===== src/rtl/pc_sequencer_if.sv =====
// Fetch-side bus bundle of the PC sequencer: PC adder link, instruction
// memory request/ack, decode valid/ready, redirect/halt controls and debug.
interface pc_sequencer_if;
  logic [31:0] addrPC;
  logic [31:0] outSUM;
  logic        fetch_req;
  logic        fetch_ack;
  logic [31:0] instr_in;
  logic [31:0] instr_out;
  logic        instr_valid;
  logic        instr_ready;
  logic        branch_taken;
  logic [31:0] branch_target;
  logic        halt_req;
  logic        resume;
  logic        fetch_err;
  logic [2:0]  state;

  // The sequencer side: owns the PC, the fetch request and the decode output.
  modport master (
    output addrPC, fetch_req, instr_out, instr_valid, fetch_err, state,
    input  outSUM, fetch_ack, instr_in, instr_ready, branch_taken,
           branch_target, halt_req, resume
  );

  // The surrounding CPU side: PC adder, instruction memory and decode.
  modport slave (
    input  addrPC, fetch_req, instr_out, instr_valid, fetch_err, state,
    output outSUM, fetch_ack, instr_in, instr_ready, branch_taken,
           branch_target, halt_req, resume
  );
endinterface


===== src/rtl/pc_sequencer.sv =====
// Program counter owner and instruction fetch sequencer. Walks each fetch
// through IDLE/FETCH/ISSUE, picks the next PC (adder result or branch target)
// on decode accept, and supports halt/resume plus sticky fetch faults.
module pc_sequencer #(
  parameter logic [31:0] RESET_PC = 32'h0000_0000,
  parameter int unsigned MAX_WAIT = 15
) (
  input logic             clk,
  input logic             rst_n,
  pc_sequencer_if.master  bus
);

  typedef enum logic [2:0] {
    S_IDLE   = 3'd0,
    S_FETCH  = 3'd1,
    S_ISSUE  = 3'd2,
    S_HALTED = 3'd3,
    S_ERROR  = 3'd4
  } state_t;

  // Counter value in the last FETCH cycle allowed before declaring a timeout.
  localparam logic [7:0] WAIT_LAST = 8'(MAX_WAIT - 1);

  state_t      state_q, state_d;
  logic [31:0] pc_q, pc_d;
  logic [31:0] instr_q, instr_d;
  logic [7:0]  wait_q, wait_d;
  logic        err_q, err_d;
  logic        accept;

  // Outputs are pure decodes of registered state, so no input reaches them
  // combinationally.
  assign bus.addrPC      = pc_q;
  assign bus.instr_out   = instr_q;
  assign bus.fetch_err   = err_q;
  assign bus.state       = state_q;
  assign bus.fetch_req   = (state_q == S_FETCH);
  assign bus.instr_valid = (state_q == S_ISSUE);

  assign accept = (state_q == S_ISSUE) && bus.instr_ready;

  // Next-state logic: fetch handshake, timeout, PC selection on accept.
  always_comb begin
    state_d = state_q;
    pc_d    = pc_q;
    instr_d = instr_q;
    wait_d  = wait_q;
    err_d   = err_q;
    unique case (state_q)
      S_IDLE: state_d = S_FETCH;
      S_FETCH: begin
        if (bus.fetch_ack) begin
          instr_d = bus.instr_in;
          wait_d  = 8'd0;
          state_d = S_ISSUE;
        end else if (wait_q == WAIT_LAST) begin
          err_d   = 1'b1;
          state_d = S_ERROR;
        end else begin
          wait_d = wait_q + 8'd1;
        end
      end
      S_ISSUE: begin
        if (accept) begin
          if (bus.branch_taken && (bus.branch_target[1:0] != 2'b00)) begin
            // Misaligned redirect: keep the PC so the faulting site is visible.
            err_d   = 1'b1;
            state_d = S_ERROR;
          end else begin
            pc_d    = bus.branch_taken ? bus.branch_target : bus.outSUM;
            state_d = bus.halt_req ? S_HALTED : S_FETCH;
          end
        end
      end
      S_HALTED: begin
        if (bus.resume) state_d = S_FETCH;
      end
      S_ERROR: state_d = S_ERROR;
      default: state_d = S_ERROR;
    endcase
  end

  // State register with synchronous active-low reset taking priority.
  always_ff @(posedge clk) begin
    if (!rst_n) begin
      state_q <= S_IDLE;
      pc_q    <= RESET_PC;
      instr_q <= 32'd0;
      wait_q  <= 8'd0;
      err_q   <= 1'b0;
    end else begin
      state_q <= state_d;
      pc_q    <= pc_d;
      instr_q <= instr_d;
      wait_q  <= wait_d;
      err_q   <= err_d;
    end
  end

endmodule

===== src/flat_wrapper.sv =====
// flat-port wrapper written by rule: the top's interface ports become plain ports
module pc_sequencer_flat 
#(
  parameter logic [31:0] RESET_PC = 32'h0000_0000,
  parameter int unsigned MAX_WAIT = 15
)
  (clk, rst_n, bus_addrPC, bus_fetch_req, bus_instr_out, bus_instr_valid, bus_fetch_err, bus_state, bus_outSUM, bus_fetch_ack, bus_instr_in, bus_instr_ready, bus_branch_taken, bus_branch_target, bus_halt_req, bus_resume);
  pc_sequencer_if bus_i ();
  input logic clk;
  input logic rst_n;
  output wire logic [$bits(bus_i.addrPC)-1:0] bus_addrPC;
  output wire logic [$bits(bus_i.fetch_req)-1:0] bus_fetch_req;
  output wire logic [$bits(bus_i.instr_out)-1:0] bus_instr_out;
  output wire logic [$bits(bus_i.instr_valid)-1:0] bus_instr_valid;
  output wire logic [$bits(bus_i.fetch_err)-1:0] bus_fetch_err;
  output wire logic [$bits(bus_i.state)-1:0] bus_state;
  input wire logic [$bits(bus_i.outSUM)-1:0] bus_outSUM;
  input wire logic [$bits(bus_i.fetch_ack)-1:0] bus_fetch_ack;
  input wire logic [$bits(bus_i.instr_in)-1:0] bus_instr_in;
  input wire logic [$bits(bus_i.instr_ready)-1:0] bus_instr_ready;
  input wire logic [$bits(bus_i.branch_taken)-1:0] bus_branch_taken;
  input wire logic [$bits(bus_i.branch_target)-1:0] bus_branch_target;
  input wire logic [$bits(bus_i.halt_req)-1:0] bus_halt_req;
  input wire logic [$bits(bus_i.resume)-1:0] bus_resume;
  assign bus_addrPC = bus_i.addrPC;
  assign bus_fetch_req = bus_i.fetch_req;
  assign bus_instr_out = bus_i.instr_out;
  assign bus_instr_valid = bus_i.instr_valid;
  assign bus_fetch_err = bus_i.fetch_err;
  assign bus_state = bus_i.state;
  assign bus_i.outSUM = bus_outSUM;
  assign bus_i.fetch_ack = bus_fetch_ack;
  assign bus_i.instr_in = bus_instr_in;
  assign bus_i.instr_ready = bus_instr_ready;
  assign bus_i.branch_taken = bus_branch_taken;
  assign bus_i.branch_target = bus_branch_target;
  assign bus_i.halt_req = bus_halt_req;
  assign bus_i.resume = bus_resume;
  pc_sequencer #(.RESET_PC(RESET_PC), .MAX_WAIT(MAX_WAIT)) u_core (.clk(clk), .rst_n(rst_n), .bus(bus_i));
endmodule

===== config.mk =====
export PLATFORM = sky130hd
export DESIGN_NAME = pc_sequencer_flat
export DESIGN_NICKNAME = d
export VERILOG_FILES = /design/src/rtl/pc_sequencer_if.sv /design/src/rtl/pc_sequencer.sv /design/src/flat_wrapper.sv
export SDC_FILE = /design/constraint.sdc
export NUM_CORES = 1
export LEC_CHECK = 0
export CORE_ASPECT_RATIO = 0.8
export CORE_MARGIN = 3
export CORE_UTILIZATION = 42
export DETAILED_ROUTE_END_ITERATION = 8
export PLACE_DENSITY = 0.83
export SLEW_MARGIN = 20
export SYNTH_ARGS = -nofsm -noshare
export SYNTH_HDL_FRONTEND = slang
export SYNTH_SLANG_ARGS = --single-unit

===== constraint.sdc =====
create_clock -name clk -period 4.3 [get_ports clk]
set_input_delay 0.86 -clock clk [delete_from_list [all_inputs] [get_ports clk]]
set_output_delay 0.86 -clock clk [all_outputs]
set_load 0.005 [all_outputs]

==> tab_implementation.tex <==
\begin{tabular}{lr}
\hline
Metric & Value \\
\hline
\multicolumn{2}{l}{\textbf{Clock tree}} \\
Clock-pin slew on the worst setup and hold paths & 70 ps \\
CTS tree & yes \\
Setup repair bufs after CTS & 0 \\
Sinks on the clock net & 76 \\
Cts repair resizes & 0 \\
CTS Buffer Depth & 2 \\
H-Tree Level Count & 3 \\
Clock latency at the later pin of the worst-skew pair & 340 ps \\
CTS Buf Count & 9 \\
Cell at the root of the clock tree & sky130\_fd\_sc\_hd\_\_clkbuf\_8 \\
Hold bufs inserted after CTS & 0 \\
\multicolumn{2}{l}{\textbf{Worst hold path}} \\
Worst min-delay path category & flip-flop to flip-flop \\
Hold Path Origin & u\_core.bus.instr\_out[18] \\
\multicolumn{2}{l}{\textbf{Setup path}} \\
Largest fanout on the critical path & 9 \\
CP peak stage delay & 530 ps \\
Critical-path cell list & or3b\_1, clkinv\_2, clkdlybuf4s50\_1 \\
Setup crit start kind & flip-flop \\
Crit path max-delay cell type & sky130\_fd\_sc\_hd\_\_or3b\_1 \\
Crit path DAT & 1990 ps \\
Worst setup EP type & output pin \\
Critical setup path kind & flip-flop to output pin \\
Reg2reg start & u\_core.bus.state[0] \\
CP Launch Point & u\_core.bus.state[0] \\
Req. time, crit path & 3440 ps \\
\multicolumn{2}{l}{\textbf{Logic synthesis}} \\
Share of synthesized flip-flops with an asynchronous set or reset & 0\% \\
Number of cells produced by synthesis & 360 \\
Ranking of synthesized cells by instance count & sky130\_fd\_sc\_hd\_\_dfxtp\_1, sky130\_fd\_sc\_hd\_\_nand2\_1, sky130\_fd\_sc\_hd\_\_a21oi\_1 \\
Nets in the synthesized netlist & 465 \\
Count of warnings emitted by yosys & 0 \\
Most common cell in the synthesized netlist & sky130\_fd\_sc\_hd\_\_dfxtp\_1 \\
Synth top area cells & sky130\_fd\_sc\_hd\_\_dfxtp\_1, sky130\_fd\_sc\_hd\_\_mux2i\_1, sky130\_fd\_sc\_hd\_\_nand2\_1, sky130\_fd\_sc\_hd\_\_a211oi\_1, sky130\_fd\_sc\_hd\_\_a21oi\_1 \\
Number of enable-type register cells in the synthesized netlist & 0 \\
Library cells used by synthesis & 42 \\
Share of the synthesized area in the top cell type & 47.9\% \\
Avg Synthesized Cell Area & 8.83 µm² \\
Top\_reg\_cell synth & sky130\_fd\_sc\_hd\_\_dfxtp\_1 \\
Syn Std Cell Area & 3180 µm² \\
Sequential share of the synthesized area & 47.9\% \\
Area leader, netlist & sky130\_fd\_sc\_hd\_\_dfxtp\_1 \\
Total of flip-flops plus latches after synthesis & 76 \\
\multicolumn{2}{l}{\textbf{Detailed routing}} \\
Detail-routed net length per standard cell & 15.0 µm \\
DRC violations left & 0 \\
Iter 0 DRT Violations & 91 \\
Post-detailed-route count of antenna-violating nets & 0 \\
Drt total wl & 9150 µm \\
Detailed-route vias per instance & 5.15 \\
Total number of vias & 3134 \\
Drt pass-1 iters & 4 \\
\multicolumn{2}{l}{\textbf{STA}} \\
Total negative setup slack & 0 ps \\
Unrepaired setup endpoints after global routing & false \\
Final worst path period share & 66.3\% \\
Maximum operating frequency & 351 MHz \\
Count of endpoints failing setup in the final report & 0 \\
Transition time at the pin with the least slew margin & 1080 ps \\
Final worst clock skew & 9.75 ps \\
Final worst path period need & 2850 ps \\
Final count of hold timing violations & 0 \\
Worst slew slack as a fraction of its limit & 27.7\% \\
Max-slew violation count & 0 \\
\multicolumn{2}{l}{\textbf{Floorplanning}} \\
Number of placement rows & 27 \\
Total core area & 7090 µm² \\
Die area & 8650 µm² \\
Die W & 103 µm \\
Die height & 83.8 µm \\
IO Count & 173 \\
Effective utilization at floorplan & 44.8\% \\
\multicolumn{2}{l}{\textbf{Global routing}} \\
Total congestion overflow after global routing & 0 \\
Initial antenna violation count & 0 \\
Wire length of the first global-routing pass & 14600 µm \\
Total global-route track usage & 21.3\% \\
Number of global-route vias before repair & 3040 \\
Maximum number of pins on one net before global-route repair & 69 \\
\multicolumn{2}{l}{\textbf{Placed design}} \\
HPWL Detailed & 6840 µm \\
Count of buffers from port buffering & 172 \\
RePlAce Congestion & 0.833 \\
\multicolumn{2}{l}{\textbf{Power and ir drop}} \\
Total power density per cell area & 338 nW/µm² \\
Post-layout power & 1730 µW \\
Reported leakage power & 0.00182 µW \\
Maximum VDD drop & 0.229 mV \\
\multicolumn{2}{l}{\textbf{Final layout}} \\
Layout Area Growth over Synthesis & 60.9\% \\
Antenna diode instance count & 0 \\
Final net count & 622 \\
Fraction of layout instances using a drive strength above 1 & 4.99\% \\
\multicolumn{2}{l}{\textbf{Flow run}} \\
Number of maximum-capacitance constraint violations & 0 \\
\multicolumn{2}{l}{\textbf{Status}} \\
Outcome & finished, final reports clean \\
\hline
\end{tabular}
## worst max-delay path: cells and delay by family (launching register included)
family,cells,cell delay [ps]
buf+inv,2,640
flops,1,480
simple gates,1,530
## registers in the layout (all words and copies together) (netlist names)
name and count:
u_core.bus.addrPC 32, u_core.bus.instr_out 32, u_core.wait_q 8, u_core.bus.state 3
u_core.bus.fetch_err 1
## cells by family (layout without fill, tap and decap cells)
kind of cell    after synthesis  in the layout  share of synthesized area, %
compound gates               87             87                          17.4
xor+xnor                      2              2                         0.551
fa+ha+maj                     2              2                         0.787
buf+inv                      33            194                          5.55
flops                        76             76                          47.9
mux                          30             30                          9.45
simple gates                130            130                          18.3
## cells in the final DEF, fill, tap and decap left out, types with 2 or more instances in the layout
cell type and count:
sky130_fd_sc_hd__nand3_1 3, sky130_fd_sc_hd__a21oi_1 40, sky130_fd_sc_hd__o31ai_1 2, sky130_fd_sc_hd__clkbuf_8 9
sky130_fd_sc_hd__nor2_1 33, sky130_fd_sc_hd__nand4b_1 3, sky130_fd_sc_hd__nand2b_1 3, sky130_fd_sc_hd__bufinv_16 4
sky130_fd_sc_hd__or4_1 2, sky130_fd_sc_hd__clkinv_2 3, sky130_fd_sc_hd__a211oi_1 30, sky130_fd_sc_hd__inv_1 4
sky130_fd_sc_hd__ha_1 2, sky130_fd_sc_hd__o21a_1 3, sky130_fd_sc_hd__mux2i_1 30, sky130_fd_sc_hd__a31oi_1 2
sky130_fd_sc_hd__nand2_1 70, sky130_fd_sc_hd__dfxtp_1 76, sky130_fd_sc_hd__nand4_1 3, sky130_fd_sc_hd__clkdlybuf4s50_1 171
sky130_fd_sc_hd__nor3_1 2, sky130_fd_sc_hd__o21ai_0 4
## per-stage QoR
| step | worst slack [ps] | std cells | hold slack [ps] | area, µm² | util (%) |
|---|---|---|---|---|---|
| 6_report | 1450 | 608 | 454 | 5110 | 72.1 |
| 3_3_place_gp | 1440 | 593 | 441 | 4860 | 68.5 |
| 2_1_floorplan | 2400 | 360 | 448 | 3180 | - |
| 4_1_cts | 1440 | 608 | 459 | 5110 | 72.1 |
| 5_1_grt | 1350 | 608 | 479 | 5110 | 72.1 |
| 3_5_place_dp | 1450 | 593 | 448 | 4860 | 68.5 |
## layout make-up
| cell class | count | area, µm² |
|---|---|---|
| clock buffer | 10 | 128 |
| timing repair buffer | 173 | 1720 |
| inverter | 6 | 25.0 |
| fill | 569 | 1980 |
| multi-input combinational | 251 | 1480 |
| sequential | 76 | 1520 |
| clock inverter | 5 | 125 |
| tap | 87 | 109 |
## routing by layer
layer	global-route usage (%)	vias to the layer above	routed length (µm)	share of wire (%)
met5	0	-	0	0
met4	4.35	0	116	1.3
met3	10.2	12	954	10
met2	35.8	122	4600	50
met1	24.6	1431	3480	38
li1	-	1569	-	-
## where the power goes
part | switching [µW] | internal [µW] | leakage, µW | total, µW
clock | 243 | 440 | 0.000126 | 683
sequential | 20.8 | 735 | 0.000616 | 756
combinational | 112 | 176 | 0.00108 | 288
## path summary, 6_finish.rpt
path	end	slack [ps]	depth (start not counted)
max reg2reg	u_core.wait_q[5]	1890	5
max	bus_fetch_req	1450	3
min reg2reg	u_core.bus.instr_out[18]	450	2
min	u_core.bus.instr_out[18]	450	2
No activity file was read; power rests on OpenSTA's default activity.
